`config.mk`:
```
export PLATFORM = sky130hd
export DESIGN_NAME = jk_bank_sequencer_flat
export DESIGN_NICKNAME = d
export VERILOG_FILES = /design/src/rtl/jk_bank_sequencer_if.sv /design/src/rtl/jk_bank_sequencer.sv /design/src/flat_wrapper.sv
export SDC_FILE = /design/constraint.sdc
export NUM_CORES = 1
export LEC_CHECK = 0
export BUFFER_PORTS_ARGS = -buffer_cell sky130_fd_sc_hd__clkbuf_2
export CORE_UTILIZATION = 50
export DETAILED_ROUTE_END_ITERATION = 16
export PLACE_DENSITY = 0.76
export SYNTH_ARGS = -nofsm -noshare
export SYNTH_HDL_FRONTEND = slang
export SYNTH_SLANG_ARGS = --single-unit
```
`constraint.sdc`:
```
create_clock -name CLK -period 6.75 [get_ports CLK]
set_input_delay 0 -clock CLK [delete_from_list [all_inputs] [get_ports CLK]]
set_output_delay 0 -clock CLK [all_outputs]
set_load 0.005 [all_outputs]
```
`src/rtl/jk_bank_sequencer_if.sv`:
```
// Command channel for jk_bank_sequencer: valid/ready handshake plus the
// op, mask, data and count fields that travel with it.
interface jk_bank_sequencer_if #(
    parameter int WIDTH = 8,
    parameter int CNT_W = 8
);
    logic             CMD_VALID;
    logic             CMD_READY;
    logic [1:0]       CMD_OP;
    logic [WIDTH-1:0] CMD_MASK;
    logic [WIDTH-1:0] CMD_DATA;
    logic [CNT_W-1:0] CMD_CNT;

    modport master (
        output CMD_VALID,
        output CMD_OP,
        output CMD_MASK,
        output CMD_DATA,
        output CMD_CNT,
        input  CMD_READY
    );

    modport slave (
        input  CMD_VALID,
        input  CMD_OP,
        input  CMD_MASK,
        input  CMD_DATA,
        input  CMD_CNT,
        output CMD_READY
    );
endinterface

```
`src/rtl/jk_bank_sequencer.sv`:
```
// Sequencer for a bank of JK cells: turns WRITE/TOGGLE/COUNT/CLEAR commands
// into per-cell J/K vectors; the cells themselves carry no reset.
module jk_cell (
    input  logic clk,
    input  logic j,
    input  logic k,
    output logic q
);
    always_ff @(posedge clk) begin
        case ({j, k})
            2'b01:   q <= 1'b0;
            2'b10:   q <= 1'b1;
            2'b11:   q <= ~q;
            default: q <= q;
        endcase
    end
endmodule

module jk_bank_sequencer #(
    parameter int WIDTH = 8,
    parameter int CNT_W = 8
) (
    input  logic                CLK,
    input  logic                RST,
    jk_bank_sequencer_if.slave  cmd,
    output logic [WIDTH-1:0]    Q,
    output logic [WIDTH-1:0]    J_OUT,
    output logic [WIDTH-1:0]    K_OUT,
    output logic                BUSY,
    output logic                DONE
);

    typedef enum logic [1:0] {
        OP_WRITE  = 2'b00,
        OP_TOGGLE = 2'b01,
        OP_COUNT  = 2'b10,
        OP_CLEAR  = 2'b11
    } op_e;

    typedef enum logic [1:0] {
        IDLE,
        APPLY,
        COUNT
    } state_e;

    state_e           state;
    state_e           state_next;
    op_e              op_q;
    logic [WIDTH-1:0] mask_q;
    logic [WIDTH-1:0] data_q;
    logic [CNT_W-1:0] remaining;
    logic [CNT_W-1:0] remaining_next;
    logic             done_next;
    logic             accept;
    logic             carry;

    assign cmd.CMD_READY = (state == IDLE) && !RST;
    assign BUSY          = (state != IDLE) && !RST;
    assign accept        = cmd.CMD_VALID && cmd.CMD_READY;

    always_ff @(posedge CLK) begin
        if (RST) begin
            state     <= IDLE;
            remaining <= '0;
            DONE      <= 1'b0;
        end else begin
            state     <= state_next;
            remaining <= remaining_next;
            DONE      <= done_next;
        end
    end

    // Command fields only matter while a command executes, so no reset.
    always_ff @(posedge CLK) begin
        if (accept) begin
            op_q   <= op_e'(cmd.CMD_OP);
            mask_q <= cmd.CMD_MASK;
            data_q <= cmd.CMD_DATA;
        end
    end

    always_comb begin
        state_next     = state;
        remaining_next = remaining;
        done_next      = 1'b0;
        case (state)
            IDLE: begin
                if (accept) begin
                    if (op_e'(cmd.CMD_OP) == OP_COUNT) begin
                        if (cmd.CMD_CNT == '0) begin
                            done_next = 1'b1;
                        end else begin
                            state_next     = COUNT;
                            remaining_next = cmd.CMD_CNT;
                        end
                    end else begin
                        state_next = APPLY;
                    end
                end
            end
            APPLY: begin
                state_next = IDLE;
                done_next  = 1'b1;
            end
            COUNT: begin
                remaining_next = remaining - 1'b1;
                if (remaining <= CNT_W'(1)) begin
                    state_next = IDLE;
                    done_next  = 1'b1;
                end
            end
            default: state_next = IDLE;
        endcase
    end

    always_comb begin
        J_OUT = '0;
        K_OUT = '0;
        carry = 1'b1;
        if (RST) begin
            K_OUT = '1;
        end else begin
            case (state)
                APPLY: begin
                    case (op_q)
                        OP_WRITE: begin
                            J_OUT = mask_q & data_q;
                            K_OUT = mask_q & ~data_q;
                        end
                        OP_TOGGLE: begin
                            J_OUT = mask_q;
                            K_OUT = mask_q;
                        end
                        OP_CLEAR: K_OUT = '1;
                        default: ;
                    endcase
                end
                COUNT: begin
                    // Ripple carry: a cell toggles when every lower cell is 1.
                    for (int unsigned i = 0; i < WIDTH; i++) begin
                        J_OUT[i] = carry;
                        K_OUT[i] = carry;
                        carry    = carry & Q[i];
                    end
                end
                default: ;
            endcase
        end
    end

    for (genvar g = 0; g < WIDTH; g++) begin : g_cell
        jk_cell u_cell (
            .clk (CLK),
            .j   (J_OUT[g]),
            .k   (K_OUT[g]),
            .q   (Q[g])
        );
    end

endmodule

```
`src/flat_wrapper.sv`:
```
// flat-port wrapper written by rule: the top's interface ports become plain ports
module jk_bank_sequencer_flat 
#(
    parameter int WIDTH = 8,
    parameter int CNT_W = 8
)
  (CLK, RST, Q, J_OUT, K_OUT, BUSY, DONE, cmd_CMD_VALID, cmd_CMD_OP, cmd_CMD_MASK, cmd_CMD_DATA, cmd_CMD_CNT, cmd_CMD_READY);
  jk_bank_sequencer_if #(.WIDTH(WIDTH), .CNT_W(CNT_W)) cmd_i ();
  input  logic CLK;
  input  logic RST;
  output logic [WIDTH-1:0] Q;
  output logic [WIDTH-1:0] J_OUT;
  output logic [WIDTH-1:0] K_OUT;
  output logic BUSY;
  output logic DONE;
  input wire logic [$bits(cmd_i.CMD_VALID)-1:0] cmd_CMD_VALID;
  input wire logic [$bits(cmd_i.CMD_OP)-1:0] cmd_CMD_OP;
  input wire logic [$bits(cmd_i.CMD_MASK)-1:0] cmd_CMD_MASK;
  input wire logic [$bits(cmd_i.CMD_DATA)-1:0] cmd_CMD_DATA;
  input wire logic [$bits(cmd_i.CMD_CNT)-1:0] cmd_CMD_CNT;
  output wire logic [$bits(cmd_i.CMD_READY)-1:0] cmd_CMD_READY;
  assign cmd_i.CMD_VALID = cmd_CMD_VALID;
  assign cmd_i.CMD_OP = cmd_CMD_OP;
  assign cmd_i.CMD_MASK = cmd_CMD_MASK;
  assign cmd_i.CMD_DATA = cmd_CMD_DATA;
  assign cmd_i.CMD_CNT = cmd_CMD_CNT;
  assign cmd_CMD_READY = cmd_i.CMD_READY;
  jk_bank_sequencer #(.WIDTH(WIDTH), .CNT_W(CNT_W)) u_core (.CLK(CLK), .RST(RST), .cmd(cmd_i), .Q(Q), .J_OUT(J_OUT), .K_OUT(K_OUT), .BUSY(BUSY), .DONE(DONE));
endmodule
```
* After elaboration in Yosys (flattened, before gate mapping)
Index checks and enable logic that the tools add are counted.
** Storage, ports and cells
- Input bits :: 29
- Logic and storage cells :: 114
- Flip-flop bits (word level) :: 37
- Output and inout port bits :: 27
** Cells by class
- $lt $le $gt $ge :: 1
- Equal/unequal tests :: 34
- Mux-type cells :: 28
- Reductions and logical operators :: 19
- $add $sub $neg :: 1
- Bitwise gates (word level) :: 17
** Operator list (count)
- $pmux W8 S2 :: 4
- $mux W8 :: 5
- $eq A2 B2 Y1 const B :: 19
- $pmux W1 S3 :: 9
- $pmux W8 S3 :: 1
- $reduce_bool A3 Y1 :: 8
- $eq A2 B1 Y1 const B :: 10
- $and A8 B8 Y8 :: 2
- $le A8 B1 Y1 const B :: 1
- $logic_not A8 Y1 :: 1
- $mux W2 :: 4
- $not A1 Y1 :: 8
- $not A8 Y8 :: 1
- $sub A8 B1 Y8 const B :: 1
- $and A1 B1 Y1 :: 6
- $logic_not A2 Y1 :: 2
- $mux W1 :: 4
- $ne A2 B1 Y1 const B :: 2
- $ne A2 B2 Y1 const B :: 2
- $pmux W2 S2 :: 1
- $reduce_and A4 Y1 :: 1
- $reduce_bool A2 Y1 :: 2
- $logic_and A1 B1 Y1 :: 3
- $ne A3 B3 Y1 const B :: 1
- other kinds (2) :: 2

* Depth between registers and ports, before layout
- Depth in word-level cells :: 10
- Depth in mapped cells :: 9
- Depth with buffers taken out :: 7

* Hierarchy
Synthesis repeated with hierarchy kept, for this count alone.
** Unflattened totals
- Cells, all modules :: 222
- Area total of the unflattened synthesis :: 2100.8 µm²
** Modules (own cells, without submodules)
- jk_bank_sequencer :: instances 1, cells each 198, area an instance 1750.4 µm²
- jk_cell :: instances 8, cells each 3, area an instance 43.8 µm²

* Worst setup path after synthesis
OpenSTA, ideal clock, no wires.
- Kind :: reg-to-reg
- Start :: register u_core.state[0]
- End :: register u_core.remaining[5]
- Stages on the path, launching flop included :: 8
- Path slack :: 4553 ps
- Required time :: 6676 ps
- Library setup time :: 74 ps
- Data arrival time :: 2122 ps
- Clock period less this slack :: 2197 ps
- Cell sequence :: dfxtp_1 inv_1 ha_1 and3b_1 and2_1 a21oi_1 or4_1 a31oi_1
** Between the ends
- Longest elaborated chain between the ends :: 5
** RTL lines
- from (decl) :: line jk_bank_sequencer.sv:46 : state_e state;
- from (signal assigned) :: line jk_bank_sequencer.sv:67 : state <= state_next;
- $logic_not A2 Y1 :: line jk_bank_sequencer.sv:57 : assign cmd.CMD_READY = (state == IDLE) && !RST;
- $logic_and A1 B1 Y1 :: line jk_bank_sequencer.sv:57
- $logic_and A1 B1 Y1 :: line jk_bank_sequencer.sv:59 : assign accept = cmd.CMD_VALID && cmd.CMD_READY;
- named net u_core.accept :: line jk_bank_sequencer.sv:54 : logic accept;
- $ne A2 B1 Y1 (no source line)
- $reduce_and A4 Y1 (no source line)
- to (signal assigned) :: line jk_bank_sequencer.sv:68 : remaining <= remaining_next;
- to (decl) :: line jk_bank_sequencer.sv:51 : logic [CNT_W-1:0] remaining;
The timed path passes the listed nets, and every way through them passes these cells.
A chain may end at the register's enable or synchronous reset.

* Final worst setup path
- Start :: register u_core.state[1]
- End :: register u_core.remaining[5]
The elaborated chain is that of the path after synthesis.

==> results.toml <==
[drt]
via_count = 1901
wl_per_cell_um = 14.1
firstDrtPassIters = 4
vias_per_cell = 5.49
ant_nets = 0
wl_um = 4890
post-route-drc-count = 0
first_iter_violations = 124

[cts]
htree_levels = 2
path_clk_slew_ps = 70
tritoncts = "done"
cts_buffers = 5
root_buffer = "clkbuf_8"
clock_sinks = 37
clk-insertion-delay-late_ps = 290
post_cts_buffers = 0
clockBufferDepth = 2
ctsResizeCount = 0
hold_buffers = 18

[min_path]
hold_class = "input pin to flop"
min_delay_path_depth = 3
worstHoldStart = "cmd_CMD_CNT[5]"
holdPathEnd = "u_core.remaining[5]"

[status]
status = "complete, no violations"

[global_route]
grt_max_degree = 27
gr-total-overflow = 0
grt_pass1_vias = 1930
track_usage = 0.225
grt_pass1_wl_um = 8660
antenna_found_initial = 0

[setup_path]
worst_setup_path_start_kind = "flop"
reg2reg_to = "u_core.remaining[5]"
path_max_fanout = 20
cp.required_ps = 6960
r2r.worst_path.cells = 7
endpoint_kind = "flop"
rrSetupSlack_ps = 4040
reg2reg_from = "u_core.state[1]"
arrival_ps = 2930
critical_path_class = "flop to flop"

[final_layout]
fillers = 374
num-nets-final = 328
final_cell_mix = "clkbuf_2, edfxtp_1, o21ai_0, nor2_1, nand2_1"
post-route-util = 0.616
diodes = 0
final_common_cell = "clkbuf_2"
stdcell_count = 346
layout-drive-gt1-share = 0.241
area_growth_pct = 17.6

[logic_synthesis]
synth_top_area_cell = "edfxtp_1"
synth.net_count = 284
ys_async_sr_fraction = 0
yosys_warnings = 0
synth_top_area_frac = 0.342
ys_ff_latch = 37
synthTopCellsByArea = "edfxtp_1, dfxtp_1, buf_4, o21ai_0, a21oi_1"
synth.cell_area_sq_um = 2280
syn_inst = 249
syn_avg_cell_area_sq_um = 9.16
synth_cell_type_count = 46
synth_edf_count = 26
synthFlopType = "edfxtp_1"
synth.yosys.seq_area_share = 0.439

[floorplan]
row_count = 24
dieArea_sq_um = 4830
die_h_um = 69.5
ios = 56
start_util = 0.524
coreArea_sq_um = 4350
chipWidth_um = 69.5

[sta]
report.final.hold_viol_count = 0
relSlewSlack = 0.398
tns_ps = 0
timing.fmax_mhz = 369
finClkSkew_ps = 7.09
hold_ws_ps = 32.5
worst_pin_slew_ps = 903
rsz0062_at_grt = "no"
fin_ws_ps = 4040
final-setup-viol-count = 0
period_needed_ps = 2710
drv_slew = 0
fin_crit_sh = 0.402

[place]
post-place-cells = 320
dp_slack_ps = 4060
dp_hpwl_um = 3380
place_congestion = 0.856
place.port_buffers = 55

[pwr]
ir_drop_mv = 0.149
leakage_nw = 1.20
power_density_nw_per_um2 = 193

[job]
drv_cap = 0
-- worst max path at each step --
stage / start / end / slack, ps / depth (start not counted)
floorplan: u_core.state[0] / u_core.remaining[5] / 4550 / 7
global placement: u_core.state[0] / u_core.remaining[5] / 4170 / 7
detailed placement: u_core.state[1] / u_core.remaining[5] / 4060 / 7
CTS: u_core.state[1] / u_core.remaining[5] / 4060 / 7
global route: u_core.state[1] / u_core.remaining[5] / 3760 / 7
finish: u_core.state[1] / u_core.remaining[5] / 4040 / 7
-- critical path, cell delays in order, from the launching register on --
cell     delay (ps)
dfxtp_1         350
inv_1            90
ha_1            200
and3b_1         710
and2_1          330
a21oi_1         270
or4_1           530
a31oi_1         170
-- cells in the mapped netlist, types with 3 or more instances --
cell type and instances:
nand2b_1 11, nor4_1 5, clkbuf_1 9, o21ai_0 22, nor2_1 20, edfxtp_1 26
nor2b_1 6, nand4_1 3, nand2_1 20, a21boi_0 4, dfxtp_1 11, buf_4 25
o221ai_1 6, ha_1 6, a21o_1 8, inv_1 18, a21oi_1 15
-- routing by layer --
layer / vias to the layer above / wire length, um / global-route usage
li1: 954 / - / -
met1: 861 / 2100 / 0.276
met2: 72 / 2330 / 0.371
met3: 14 / 325 / 0.0625
met4: 0 / 133 / 0.0975
met5: - / 0 / 0
-- final cells by class --
type / instances / area, sq um / share of cell area
clock buffer: 5 / 68.8 / 0.0257
sequential: 37 / 1000 / 0.373
clock inverter: 3 / 41.3 / 0.0154
timing repair buffer: 73 / 455 / 0.170
multi-input combinational: 158 / 981 / 0.366
tap: 52 / 65.1 / 0.0243
inverter: 18 / 67.6 / 0.0252
-- state kept, by name, indices dropped and copies added, names as in the netlist --
register,cells
u_core.g_cell.u_cell.q,8
u_core.mask_q,8
u_core.data_q,8
u_core.op_q,2
u_core.state,2
u_core.DONE,1
u_core.remaining,8
-- power by group --
group,internal [mW],total (mW),switching (mW)
clock network,0.109,0.189,0.0804
logic,0.0318,0.0650,0.0332
registers,0.253,0.262,0.00887
-- kinds of logic (layout without fill, tap and decap cells) --
logic type	after synthesis	count (layout)	synth area share
buf+inv	54	99	0.131
simple gates	78	78	0.175
fa+ha+maj	6	6	0.0329
flops	37	37	0.439
mux	3	3	0.0137
compound gates	71	71	0.209
-- per-stage QoR --
step / instance area, sq um / total power, mW
2_1_floorplan: 2280 / 0.306
3_3_place_gp: 2390 / 0.322
3_5_place_dp: 2390 / 0.323
4_1_cts: 2680 / 0.518
5_1_grt: 2680 / 0.538
6_report: 2680 / 0.516
Note: power is estimated with default switching activity, not from simulation.
